--- config.mk ---
export PLATFORM = sky130hd
export DESIGN_NAME = axi4_wdrop_resp_gen_flat
export DESIGN_NICKNAME = d
export VERILOG_FILES = /design/src/rtl/axi4_wdrop_resp_gen_pkg.sv /design/src/rtl/axi4_wdrop_resp_gen_if.sv /design/src/rtl/axi4_wdrop_resp_gen_fifo.sv /design/src/rtl/axi4_wdrop_resp_gen.sv /design/src/flat_wrapper.sv
export SDC_FILE = /design/constraint.sdc
export NUM_CORES = 1
export LEC_CHECK = 0
export ABC_AREA = 1
export BUFFER_PORTS_ARGS = -buffer_cell sky130_fd_sc_hd__buf_2
export CAP_MARGIN = 20
export CELL_PAD_IN_SITES_DETAIL_PLACEMENT = 1
export CELL_PAD_IN_SITES_GLOBAL_PLACEMENT = 2
export CORE_ASPECT_RATIO = 0.9
export CORE_UTILIZATION = 38
export DETAILED_ROUTE_END_ITERATION = 10
export GPL_TIMING_DRIVEN = 0
export PLACE_DENSITY_LB_ADDON = 0.1
export SLEW_MARGIN = 40
export SYNTH_ARGS = -nofsm -noshare
export SYNTH_HDL_FRONTEND = slang
export SYNTH_SLANG_ARGS = --single-unit
--- constraint.sdc ---
create_clock -name axi4_aclk -period 4.3 [get_ports axi4_aclk]
set_clock_uncertainty 0.2 [all_clocks]
set_input_delay 0.43 -clock axi4_aclk [delete_from_list [all_inputs] [get_ports axi4_aclk]]
set_output_delay 0.43 -clock axi4_aclk [all_outputs]
set_load 0.05 [all_outputs]
--- src/rtl/axi4_wdrop_resp_gen_pkg.sv ---
// Shared constants and types for the write-side drop responder.
// The B response codes and the drop-queue entry layout live here.
package axi4_drop_pkg;

    localparam int RESP_W       = 2;
    localparam int DEF_ID_WIDTH = 10;

    localparam logic [RESP_W-1:0] RESP_OKAY   = 2'b00;
    localparam logic [RESP_W-1:0] RESP_EXOKAY = 2'b01;
    localparam logic [RESP_W-1:0] RESP_SLVERR = 2'b10;
    localparam logic [RESP_W-1:0] RESP_DECERR = 2'b11;

    // One pending dropped write, sized for the default ID width.
    typedef struct packed {
        logic [DEF_ID_WIDTH-1:0] id;
        logic [RESP_W-1:0]       resp;
    } drop_entry_t;

endpackage

--- src/rtl/axi4_wdrop_resp_gen_if.sv ---
// Bundles the AW bookkeeping, observed W handshake and both B channels.
// slave = the responder, master = the surrounding slave-port logic.
interface axi4_wdrop_resp_gen_if
    import axi4_drop_pkg::*;
#(
    parameter int ID_WIDTH   = 10,
    parameter int USER_WIDTH = 4
);
    logic                  aw_accept;
    logic                  aw_drop;
    logic [ID_WIDTH-1:0]   aw_id;
    logic [RESP_W-1:0]     aw_resp;
    logic                  aw_ready;

    logic                  s_axi4_wvalid;
    logic                  s_axi4_wready;
    logic                  s_axi4_wlast;
    logic                  w_drop_sel;
    logic                  w_order_err;

    logic [ID_WIDTH-1:0]   s_axi4_bid;
    logic [RESP_W-1:0]     s_axi4_bresp;
    logic [USER_WIDTH-1:0] s_axi4_buser;
    logic                  s_axi4_bvalid;
    logic                  s_axi4_bready;

    logic [ID_WIDTH-1:0]   m_axi4_bid;
    logic [RESP_W-1:0]     m_axi4_bresp;
    logic [USER_WIDTH-1:0] m_axi4_buser;
    logic                  m_axi4_bvalid;
    logic                  m_axi4_bready;

    logic                  response_sent;

    modport slave (
        input  aw_accept, aw_drop, aw_id, aw_resp,
        output aw_ready,
        input  s_axi4_wvalid, s_axi4_wready, s_axi4_wlast,
        output w_drop_sel, w_order_err,
        output s_axi4_bid, s_axi4_bresp, s_axi4_buser, s_axi4_bvalid,
        input  s_axi4_bready,
        input  m_axi4_bid, m_axi4_bresp, m_axi4_buser, m_axi4_bvalid,
        output m_axi4_bready,
        output response_sent
    );

    modport master (
        output aw_accept, aw_drop, aw_id, aw_resp,
        input  aw_ready,
        output s_axi4_wvalid, s_axi4_wready, s_axi4_wlast,
        input  w_drop_sel, w_order_err,
        input  s_axi4_bid, s_axi4_bresp, s_axi4_buser, s_axi4_bvalid,
        output s_axi4_bready,
        output m_axi4_bid, m_axi4_bresp, m_axi4_buser, m_axi4_bvalid,
        input  m_axi4_bready,
        input  response_sent
    );

endinterface

--- src/rtl/axi4_wdrop_resp_gen_fifo.sv ---
// Synchronous FIFO with full/empty flags and same-cycle push/pop.
// Push while full and pop while empty are ignored; DEPTH must be a power of 2.
module rab_sync_fifo #(
    parameter int DATA_WIDTH = 1,
    parameter int DEPTH      = 2
) (
    input  logic                  clk_i,
    input  logic                  rst_ni,
    input  logic                  push_i,
    input  logic                  pop_i,
    input  logic [DATA_WIDTH-1:0] data_i,
    output logic [DATA_WIDTH-1:0] data_o,
    output logic                  full_o,
    output logic                  empty_o
);
    localparam int PW = $clog2(DEPTH);

    // Pointers carry one extra wrap bit to tell full from empty.
    logic [PW:0]           wr_ptr_q, wr_ptr_d;
    logic [PW:0]           rd_ptr_q, rd_ptr_d;
    logic [DATA_WIDTH-1:0] mem_q [DEPTH];
    logic                  push_ok, pop_ok;

    assign empty_o = (wr_ptr_q == rd_ptr_q);
    assign full_o  = (wr_ptr_q[PW] != rd_ptr_q[PW]) &&
                     (wr_ptr_q[PW-1:0] == rd_ptr_q[PW-1:0]);

    assign push_ok  = push_i & ~full_o;
    assign pop_ok   = pop_i & ~empty_o;
    assign wr_ptr_d = wr_ptr_q + {{PW{1'b0}}, push_ok};
    assign rd_ptr_d = rd_ptr_q + {{PW{1'b0}}, pop_ok};
    assign data_o   = mem_q[rd_ptr_q[PW-1:0]];

    always_ff @(posedge clk_i or negedge rst_ni) begin
        if (!rst_ni) begin
            wr_ptr_q <= '0;
            rd_ptr_q <= '0;
        end else begin
            wr_ptr_q <= wr_ptr_d;
            rd_ptr_q <= rd_ptr_d;
        end
    end

    always_ff @(posedge clk_i) begin
        if (push_ok) begin
            mem_q[wr_ptr_q[PW-1:0]] <= data_i;
        end
    end

endmodule

--- src/rtl/axi4_wdrop_resp_gen.sv ---
// Write-side drop responder: steers dropped W bursts to the sink and injects
// their B responses into the slave B channel through a lock-safe arbiter.
module axi4_wdrop_resp_gen
    import axi4_drop_pkg::*;
#(
    parameter int C_AXI_ID_WIDTH   = 10,
    parameter int C_AXI_USER_WIDTH = 4,
    parameter int AW_DEPTH         = 8,
    parameter int DROP_DEPTH       = 4
) (
    input  logic                  axi4_aclk,
    input  logic                  axi4_arstn,
    axi4_wdrop_resp_gen_if.slave  bus
);
    localparam int EW = C_AXI_ID_WIDTH + RESP_W;
    localparam int CW = $clog2(DROP_DEPTH) + 1;

    logic                      ord_full, ord_empty, ord_head;
    logic                      ord_push, ord_pop;
    logic                      drop_full, drop_empty, drop_push;
    logic [EW-1:0]             drop_din, drop_dout;
    logic [C_AXI_ID_WIDTH-1:0] inj_id;
    logic [RESP_W-1:0]         inj_resp;
    logic                      aw_ok, w_last_hs, inj_pend, inj_hs, b_hs, sel;
    logic [CW-1:0]             wdone_q, wdone_d;
    logic                      sel_q, lock_q, last_q;

    assign aw_ok     = ~ord_full & ~drop_full;
    assign ord_push  = bus.aw_accept & aw_ok;
    assign drop_push = ord_push & bus.aw_drop;
    assign drop_din  = {bus.aw_id, bus.aw_resp};
    assign w_last_hs = bus.s_axi4_wvalid & bus.s_axi4_wready & bus.s_axi4_wlast;
    assign ord_pop   = w_last_hs & ~ord_empty;

    rab_sync_fifo #(.DATA_WIDTH(1), .DEPTH(AW_DEPTH)) u_order_q (
        .clk_i   (axi4_aclk),
        .rst_ni  (axi4_arstn),
        .push_i  (ord_push),
        .pop_i   (ord_pop),
        .data_i  (bus.aw_drop),
        .data_o  (ord_head),
        .full_o  (ord_full),
        .empty_o (ord_empty)
    );

    rab_sync_fifo #(.DATA_WIDTH(EW), .DEPTH(DROP_DEPTH)) u_drop_q (
        .clk_i   (axi4_aclk),
        .rst_ni  (axi4_arstn),
        .push_i  (drop_push),
        .pop_i   (inj_hs),
        .data_i  (drop_din),
        .data_o  (drop_dout),
        .full_o  (drop_full),
        .empty_o (drop_empty)
    );

    assign {inj_id, inj_resp} = drop_dout;

    // Bursts complete in AW order, so the drop-queue head is always the
    // oldest dropped write whose data has fully drained.
    assign inj_pend = ~drop_empty & (wdone_q != '0);

    always_comb begin
        sel = 1'b0;
        if (lock_q) begin
            sel = sel_q;
        end else if (inj_pend && bus.m_axi4_bvalid) begin
            sel = ~last_q;
        end else if (inj_pend) begin
            sel = 1'b1;
        end
    end

    assign inj_hs = sel & bus.s_axi4_bready;
    assign b_hs   = bus.s_axi4_bvalid & bus.s_axi4_bready;

    always_comb begin
        wdone_d = wdone_q;
        case ({ord_pop & ord_head, inj_hs})
            2'b10:   wdone_d = wdone_q + CW'(1);
            2'b01:   wdone_d = wdone_q - CW'(1);
            default: wdone_d = wdone_q;
        endcase
    end

    always_ff @(posedge axi4_aclk or negedge axi4_arstn) begin
        if (!axi4_arstn) begin
            wdone_q <= '0;
            sel_q   <= 1'b0;
            lock_q  <= 1'b0;
            last_q  <= 1'b0;
        end else begin
            wdone_q <= wdone_d;
            sel_q   <= sel;
            lock_q  <= bus.s_axi4_bvalid & ~bus.s_axi4_bready;
            if (b_hs) begin
                last_q <= sel;
            end
        end
    end

    assign bus.aw_ready      = aw_ok;
    assign bus.w_drop_sel    = ~ord_empty & ord_head;
    assign bus.w_order_err   = w_last_hs & ord_empty;
    assign bus.s_axi4_bvalid = sel ? 1'b1     : bus.m_axi4_bvalid;
    assign bus.s_axi4_bid    = sel ? inj_id   : bus.m_axi4_bid;
    assign bus.s_axi4_bresp  = sel ? inj_resp : bus.m_axi4_bresp;
    assign bus.s_axi4_buser  = sel ? '0       : bus.m_axi4_buser;
    assign bus.m_axi4_bready = ~sel & bus.s_axi4_bready;
    assign bus.response_sent = inj_hs;

endmodule

--- src/flat_wrapper.sv ---
// flat-port wrapper written by rule: the top's interface ports become plain ports
module axi4_wdrop_resp_gen_flat import axi4_drop_pkg::*;
#(
    parameter int C_AXI_ID_WIDTH   = 10,
    parameter int C_AXI_USER_WIDTH = 4,
    parameter int AW_DEPTH         = 8,
    parameter int DROP_DEPTH       = 4
)
  (axi4_aclk, axi4_arstn, bus_aw_accept, bus_aw_drop, bus_aw_id, bus_aw_resp, bus_aw_ready, bus_s_axi4_wvalid, bus_s_axi4_wready, bus_s_axi4_wlast, bus_w_drop_sel, bus_w_order_err, bus_s_axi4_bid, bus_s_axi4_bresp, bus_s_axi4_buser, bus_s_axi4_bvalid, bus_s_axi4_bready, bus_m_axi4_bid, bus_m_axi4_bresp, bus_m_axi4_buser, bus_m_axi4_bvalid, bus_m_axi4_bready, bus_response_sent);
  axi4_wdrop_resp_gen_if #(.ID_WIDTH((10)), .USER_WIDTH((4))) bus_i ();
  input  logic axi4_aclk;
  input  logic axi4_arstn;
  input wire logic [$bits(bus_i.aw_accept)-1:0] bus_aw_accept;
  input wire logic [$bits(bus_i.aw_drop)-1:0] bus_aw_drop;
  input wire logic [$bits(bus_i.aw_id)-1:0] bus_aw_id;
  input wire logic [$bits(bus_i.aw_resp)-1:0] bus_aw_resp;
  output wire logic [$bits(bus_i.aw_ready)-1:0] bus_aw_ready;
  input wire logic [$bits(bus_i.s_axi4_wvalid)-1:0] bus_s_axi4_wvalid;
  input wire logic [$bits(bus_i.s_axi4_wready)-1:0] bus_s_axi4_wready;
  input wire logic [$bits(bus_i.s_axi4_wlast)-1:0] bus_s_axi4_wlast;
  output wire logic [$bits(bus_i.w_drop_sel)-1:0] bus_w_drop_sel;
  output wire logic [$bits(bus_i.w_order_err)-1:0] bus_w_order_err;
  output wire logic [$bits(bus_i.s_axi4_bid)-1:0] bus_s_axi4_bid;
  output wire logic [$bits(bus_i.s_axi4_bresp)-1:0] bus_s_axi4_bresp;
  output wire logic [$bits(bus_i.s_axi4_buser)-1:0] bus_s_axi4_buser;
  output wire logic [$bits(bus_i.s_axi4_bvalid)-1:0] bus_s_axi4_bvalid;
  input wire logic [$bits(bus_i.s_axi4_bready)-1:0] bus_s_axi4_bready;
  input wire logic [$bits(bus_i.m_axi4_bid)-1:0] bus_m_axi4_bid;
  input wire logic [$bits(bus_i.m_axi4_bresp)-1:0] bus_m_axi4_bresp;
  input wire logic [$bits(bus_i.m_axi4_buser)-1:0] bus_m_axi4_buser;
  input wire logic [$bits(bus_i.m_axi4_bvalid)-1:0] bus_m_axi4_bvalid;
  output wire logic [$bits(bus_i.m_axi4_bready)-1:0] bus_m_axi4_bready;
  output wire logic [$bits(bus_i.response_sent)-1:0] bus_response_sent;
  assign bus_i.aw_accept = bus_aw_accept;
  assign bus_i.aw_drop = bus_aw_drop;
  assign bus_i.aw_id = bus_aw_id;
  assign bus_i.aw_resp = bus_aw_resp;
  assign bus_aw_ready = bus_i.aw_ready;
  assign bus_i.s_axi4_wvalid = bus_s_axi4_wvalid;
  assign bus_i.s_axi4_wready = bus_s_axi4_wready;
  assign bus_i.s_axi4_wlast = bus_s_axi4_wlast;
  assign bus_w_drop_sel = bus_i.w_drop_sel;
  assign bus_w_order_err = bus_i.w_order_err;
  assign bus_s_axi4_bid = bus_i.s_axi4_bid;
  assign bus_s_axi4_bresp = bus_i.s_axi4_bresp;
  assign bus_s_axi4_buser = bus_i.s_axi4_buser;
  assign bus_s_axi4_bvalid = bus_i.s_axi4_bvalid;
  assign bus_i.s_axi4_bready = bus_s_axi4_bready;
  assign bus_i.m_axi4_bid = bus_m_axi4_bid;
  assign bus_i.m_axi4_bresp = bus_m_axi4_bresp;
  assign bus_i.m_axi4_buser = bus_m_axi4_buser;
  assign bus_i.m_axi4_bvalid = bus_m_axi4_bvalid;
  assign bus_m_axi4_bready = bus_i.m_axi4_bready;
  assign bus_response_sent = bus_i.response_sent;
  axi4_wdrop_resp_gen #(.C_AXI_ID_WIDTH(C_AXI_ID_WIDTH), .C_AXI_USER_WIDTH(C_AXI_USER_WIDTH), .AW_DEPTH(AW_DEPTH), .DROP_DEPTH(DROP_DEPTH)) u_core (.axi4_aclk(axi4_aclk), .axi4_arstn(axi4_arstn), .bus(bus_i));
endmodule
# ---- After elaboration in Yosys (flattened, before gate mapping)
# Memories as Yosys holds them, arrays and structs flattened.
# Index checks and enable logic that the tools add are counted.
dict set report op_classes {
  mux 12
  n_bitwise 25
  add_sub_neg 6
  n_eq_ne 8
  n_reduce_logical 5
}
# operator count
set ops {}
lappend ops {{bitwise AND 1 bit} 18}
lappend ops {{2-to-1 mux 10 bit} 1}
lappend ops {{adder 4 x 1 -> 4 bit} 2}
lappend ops {{2-to-1 mux 1 bit} 8}
lappend ops {{inverter 1 bit} 7}
lappend ops {{adder 3 x 1 -> 3 bit} 2}
lappend ops {{equality test 3 bit} 2}
lappend ops {{case mux 3 bit (2 select lines)} 1}
lappend ops {{equality test 4 bit} 1}
lappend ops {{2-to-1 mux 4 bit} 1}
lappend ops {{adder 3 x 1 -> 3 bit, second input constant} 1}
lappend ops {{logical AND 1 bit} 3}
lappend ops {{nonzero test 3 bit} 1}
lappend ops {{subtractor 3 x 1 -> 3 bit, second input constant} 1}
lappend ops {{equality test 2 x 1 -> 1 bit, second input constant} 1}
lappend ops {{equality test 2 bit} 1}
lappend ops {{equality test 2 bit, second input constant} 1}
lappend ops {{2-to-1 mux 2 bit} 1}
lappend ops {{!= test 1 bit} 2}
lappend ops {{nonzero test 2 bit} 1}
dict set report word_totals {
  inputBits 37
  reg_bits 20
  output_inout_bits 22
  n_memories 2
  ram_bits 56
  elab_cells 66
}
# name words word_bits read_ports rd_clocked_by_memory_dff write_ports line
set mem_list {}
lappend mem_list {u_core.u_drop_q.mem_q 4 12 1 0 1 axi4_wdrop_resp_gen_fifo.sv:21} ;# logic [DATA_WIDTH-1:0] mem_q [DEPTH];
lappend mem_list {u_core.u_order_q.mem_q 8 1 1 0 1 axi4_wdrop_resp_gen_fifo.sv:21}

# ---- Logic depth before layout (Yosys ltp)
dict set report logic_depth {
  depth_word 9
  mapped_depth 16
  depth_no_buf 14
}

# ---- Cells and area by module
# A second synthesis with hierarchy kept.
dict set report unflattened {
  cells_unflattened 335
  area_unflattened_um2 3524.6
}
# module instances seq_area_each_um2 area_each_um2 cells_per_inst
set modules_own_cells {}
lappend modules_own_cells {{rab_sync_fifo at u_core.u_drop_q} 1 1591.5 2133.3 156}
lappend modules_own_cells {{rab_sync_fifo at u_core.u_order_q} 1 440.4 803.3 84}
lappend modules_own_cells {axi4_wdrop_resp_gen 1 150.1 588.1 95}

# ---- Least setup slack after synthesis
# OpenSTA, ideal clock, no wires.
dict set report synth_path {
  path_kind {reg-to-reg}
  from {register u_core.u_drop_q.rd_ptr_q[1]}
  to {register u_core.wdone_q[2]}
  t_arrival_ns 2.364
  path_stages_with_launch 15
  slack_ns 1.605
  cell_sequence {dfrtp_1 -> buf_6 -> xnor2_2 -> nand3_2 -> nand2_2 -> nand2_2 -> buf_6 -> nand2_2 -> inv_1 -> ha_1 -> inv_1 -> fa_1 -> a21oi_1 -> o21ai_0 -> xor2_1}
}
dict set report synth_via {
  elab_chain_cells 9
  elab_cells_between_ends 12
  cone_classes {3 x eq/ne; 4 x mux; 3 x bitwise; 2 x reduce/logical}
}
# item line
set synth_rtl {}
lappend synth_rtl {{from (decl)} axi4_wdrop_resp_gen_fifo.sv:20} ;# logic [PW:0] rd_ptr_q, rd_ptr_d;
lappend synth_rtl {{from (signal assigned)} axi4_wdrop_resp_gen_fifo.sv:40} ;# rd_ptr_q <= rd_ptr_d;
lappend synth_rtl {{equality test 3 bit (*)} axi4_wdrop_resp_gen_fifo.sv:24} ;# assign empty_o = (wr_ptr_q == rd_ptr_q);
lappend synth_rtl {{inverter 1 bit (*)} axi4_wdrop_resp_gen.sv:61} ;# assign inj_pend = ~drop_empty & (wdone_q != '0);
lappend synth_rtl {{bitwise AND 1 bit (*)} axi4_wdrop_resp_gen.sv:61}
lappend synth_rtl {{2-to-1 mux 1 bit / logical AND 1 bit (equally long branches)} {axi4_wdrop_resp_gen.sv:69, axi4_wdrop_resp_gen.sv:67}}
lappend synth_rtl {{2-to-1 mux 1 bit (*)} axi4_wdrop_resp_gen.sv:67} ;# end else if (inj_pend && bus.m_axi4_bvalid) begin
lappend synth_rtl {{2-to-1 mux 1 bit (*)} axi4_wdrop_resp_gen.sv:65} ;# if (lock_q) begin
lappend synth_rtl {{bitwise AND 1 bit (*)} axi4_wdrop_resp_gen.sv:74} ;# assign inj_hs = sel & bus.s_axi4_bready;
lappend synth_rtl {{net bus_response_sent} flat_wrapper.sv:33} ;# output wire logic [$bits(bus_i.response_sent)-1:0] bus_response_sent;
lappend synth_rtl {{equality test 2 x 1 -> 1 bit / equality test 2 bit (equally long branches)} axi4_wdrop_resp_gen.sv:79} ;# case ({ord_pop & ord_head, inj_hs})
lappend synth_rtl {{case mux 3 bit (2 select lines) / nonzero test 2 bit (equally long branches)} -}
lappend synth_rtl {{to (signal assigned)} axi4_wdrop_resp_gen.sv:93} ;# wdone_q <= wdone_d;
lappend synth_rtl {{to (decl)} axi4_wdrop_resp_gen.sv:25} ;# logic [CW-1:0] wdone_q, wdone_d;
# The timed path passes the listed nets; every way through them passes the cells marked *.
# A chain may end at the register's enable or synchronous reset.

# ---- Worst setup path in the final report
dict set report layout_path {
  from {register u_core.u_drop_q.rd_ptr_q[0]}
  to {output bus_s_axi4_bid[2]}
}
dict set report layout_via {
  elab_chain_cells 7
  elab_cells_between_ends 9
  cone_classes {1 x eq/ne; 4 x mux; 2 x bitwise; 1 x reduce/logical; 1 x memory}
}
# item line
set layout_rtl {}
lappend layout_rtl {{equality test 3 bit} axi4_wdrop_resp_gen_fifo.sv:24}
lappend layout_rtl {{inverter 1 bit} axi4_wdrop_resp_gen.sv:61}
lappend layout_rtl {{bitwise AND 1 bit} axi4_wdrop_resp_gen.sv:61}
lappend layout_rtl {{2-to-1 mux 1 bit / logical AND 1 bit (equally long branches)} {axi4_wdrop_resp_gen.sv:69, axi4_wdrop_resp_gen.sv:67}}
lappend layout_rtl {{2-to-1 mux 1 bit} axi4_wdrop_resp_gen.sv:67}
lappend layout_rtl {{2-to-1 mux 1 bit} axi4_wdrop_resp_gen.sv:65}
lappend layout_rtl {{2-to-1 mux 10 bit (*)} axi4_wdrop_resp_gen.sv:106} ;# assign bus.s_axi4_bid = sel ? inj_id : bus.m_axi4_bid;
lappend layout_rtl {{to (decl)} flat_wrapper.sv:23} ;# output wire logic [$bits(bus_i.s_axi4_bid)-1:0] bus_s_axi4_bid;
# Every way passes the cells marked *; elsewhere a longest branch is shown, timed or not.

==> results.json <==
{
  "crit_type": "flip-flop to primary output",
  "cp-end-kind": "primary output",
  "worst-path-max-fanout": 10,
  "cts_tree": "built",
  "worst-endpoint-required_ns": 3.67,
  "io_buffers": 58,
  "crit_arrival_ns": 2.34,
  "rsz0062_at_grt": "false",
  "globalplace.congestion": 0.738,
  "dp_hpwl_mm": 5.86,
  "dpl_cell_area_um2": 3950,
  "leakage_uw": 0.00180,
  "synth_top_area_share_pct": 48.1,
  "start_kind": "flip-flop",
  "cts_root_buffer": "clkbuf_8",
  "route.antenna.remaining_nets": 0,
  "p_seq_share_pct": 31.7,
  "switching_share_pct": 50.8,
  "grt_pass1_wl_mm": 12.9,
  "yosysSeqAreaShare_pct": 62.4,
  "worst_pin_slew_ns": 0.727,
  "comb_power_share_pct": 52.7,
  "synth_area_um2": 3500,
  "fin_crit_ns": 2.97,
  "synth.most_common_cell": "nor2_1",
  "grt_max_degree": 21,
  "syn-num-nets": 385,
  "finalHoldViolations": 0,
  "p_clk_share_pct": 15.6,
  "synthSimpleGateAreaFrac_pct": 18.5,
  "first_pass_iters": 4,
  "routedWlPerCell_um": 15.3,
  "synth_cells": 338,
  "synth-edff-count": 56,
  "cts_buffer_depth": 2,
  "synth-compound-area-share_pct": 6.72,
  "synth_top_area_cell": "edfxtp_1",
  "min_path_type": "input port to flip-flop",
  "num_vias": 2506,
  "syn_area_per_cell_um2": 10.4,
  "clock_latency_ns": 0.35,
  "cap_violations": 0,
  "core_um2": 8770,
  "timing.setup.tns_ns": 0,
  "intPower_uw": 1670,
  "switchingPower_uw": 1730,
  "setup_ws_ns": 1.33,
  "final_area_um2": 4150,
  "synth_top_family_by_area": "simple AND/OR/NAND/NOR gates",
  "finalCritPeriodShare_pct": 69.0,
  "max_freq_mhz": 337,
  "drt-initial-drc-count": 84,
  "drv_slew": 0,
  "initial_core_util_pct": 39.9,
  "fillCellCount": 1004,
  "async_flop_share_pct": 26.3,
  "dpl.cell_count": 515,
  "synth_xor_area_share_pct": 2.97,
  "drive_above_1_share_pct": 24.5,
  "yosys.area_share.adder_pct": 3.79,
  "area_delta_synth_final_pct": 18.6,
  "slew_headroom_pct": 51.5,
  "setup_viol": 0,
  "dp_slack_ns": 1.69,
  "ys_ff_latch": 76,
  "die_h_um": 93.0,
  "grt_use_total_pct": 18.7,
  "rows": 32,
  "drc": 0,
  "path_clk_slew_ns": 0.09,
  "routed_via_density": 4.71,
  "routed_wl_mm": 8.15,
  "vdd_drop_max_v": 0.000368,
  "synthMuxAreaShare_pct": 0,
  "p_per_area_nw_per_um2": 819,
  "nNetsFinal": 455,
  "antenna_found_initial": 0,
  "diodes": 0,
  "dieArea_um2": 9590,
  "ys_warn_count": 0,
  "yosys-top-cells-count": "61 x nor2_1, 56 x edfxtp_1, 54 x nand2_1, 41 x o21ai_0, 27 x inv_1",
  "fp.dieW_um": 103,
  "synth_flop_cell": "edfxtp_1",
  "io_pins": 59,
  "grt_overflow": 0,
  "numClockSinks": 76,
  "htree_levels": 3,
  "stdcell_count": 532,
  "status": "completed",
  "cts_inserted_buffers": 9,
  "ys_types": 26,
  "ys_top_cells_by_area": "edfxtp_1 48%, dfrtp_1 14%, nor2_1 6.5%",
  "grt_pass1_vias": 2552
}
[power groups by stage]
stage / logic [uW] / registers (uW) / clock network (uW)
6_report: 1790 / 1080 / 530
2_1_floorplan: 1360 / 1060 / 0
4_1_cts: 1820 / 1080 / 550
5_1_grt: 1990 / 1100 / 575
3_5_place_dp: 1810 / 1090 / 0
3_3_place_gp: 1760 / 1090 / 0
[layout by cell type, fill, tap and decap left out, drive strengths merged]
cell type    count
nor3             1
dlygate4sd3      1
nand4            2
buf             67
nand3           26
nor2            66
inv             33
clkbuf          13
dfrtp           20
o21ai           43
nand2           58
a21oi            1
xnor2            4
fa               1
clkinv           1
edfxtp          56
ha               9
xor2             7
clkinvlp         2
o211ai           2
[flip-flops by register name, indices dropped and copies added (netlist names)]
signal / flops
u_core.lock_q: 1
u_core.u_drop_q.mem_q: 48
u_core.last_q: 1
u_core.u_drop_q.wr_ptr_q: 3
u_core.u_order_q.rd_ptr_q: 4
u_core.u_order_q.mem_q: 8
u_core.wdone_q: 3
u_core.sel_q: 1
u_core.u_order_q.wr_ptr_q: 4
u_core.u_drop_q.rd_ptr_q: 3
[layout make-up]
type                            instances  area, um2  area share, %
Clock buffer                            9        124           2.98
Multi-Input combinational cell        220       1130           27.2
Buffer                                 13       87.6           2.11
Tap cell                              119        149           3.59
Timing Repair Buffer                   59        300           7.24
Inverter                               29        111           2.68
Clock inverter                          7       68.8           1.66
Sequential cell                        76       2180           52.6
[layer usage]
layer	track usage (%)	vias to the layer above	part of all wire (%)
li1	-	1268	-
met1	25.5	1177	50
met2	29.1	54	44
met3	5.01	7	4.8
met4	5.40	0	1.1
met5	0	-	0
[critical path, stage by stage (launching register included)]
cell	delay, ns
dfrtp_1	0.38
buf_6	0.15
clkbuf_1	0.41
o21ai_0	0.20
o21ai_0	0.41
nand2_1	0.11
nand2_1	0.08
buf_2	0.25
[through the flow]
stage	total power, uW	hold WS (ns)	utilization (%)
5_1_grt	3660	0.0732	47.3
6_report	3400	0.0957	47.3
2_1_floorplan	2420	-0.0656	-
3_3_place_gp	2840	0.222	44.9
3_5_place_dp	2910	0.228	45.0
4_1_cts	3450	0.0770	47.3
[cells by family after synthesis]
| family | count (synthesis) |
|---|---|
| flops | 76 |
| simple gates | 153 |
| xor+xnor | 11 |
| fa+ha+maj | 10 |
| buf+inv | 42 |
| compound gates | 46 |
[what timing repair did]
action                    in CTS  in global routing
buffers inserted               0                  0
hold endpoints to repair      20                  0
resized for setup              0                  0
hold buffers                   1                  0
[path summary, 6_finish.rpt]
path / slack [ns] / cells after the start / to / start
min in group asynchronous: 0.37 / 2 / u_core.u_order_q.wr_ptr_q[2] / axi4_arstn
min: 0.1 / 1 / u_core.u_drop_q.mem_q[0][10] / bus_aw_id[8]
max: 1.33 / 7 / bus_s_axi4_bid[2] / u_core.u_drop_q.rd_ptr_q[0]
min reg2reg: 0.27 / 1 / u_core.wdone_q[0] / u_core.wdone_q[0]
max in group asynchronous: 3.19 / 2 / u_core.u_order_q.rd_ptr_q[1] / axi4_arstn
max reg2reg: 1.70 / 16 / u_core.wdone_q[2] / u_core.u_drop_q.rd_ptr_q[0]
No activity file was read; power rests on OpenSTA's default activity.
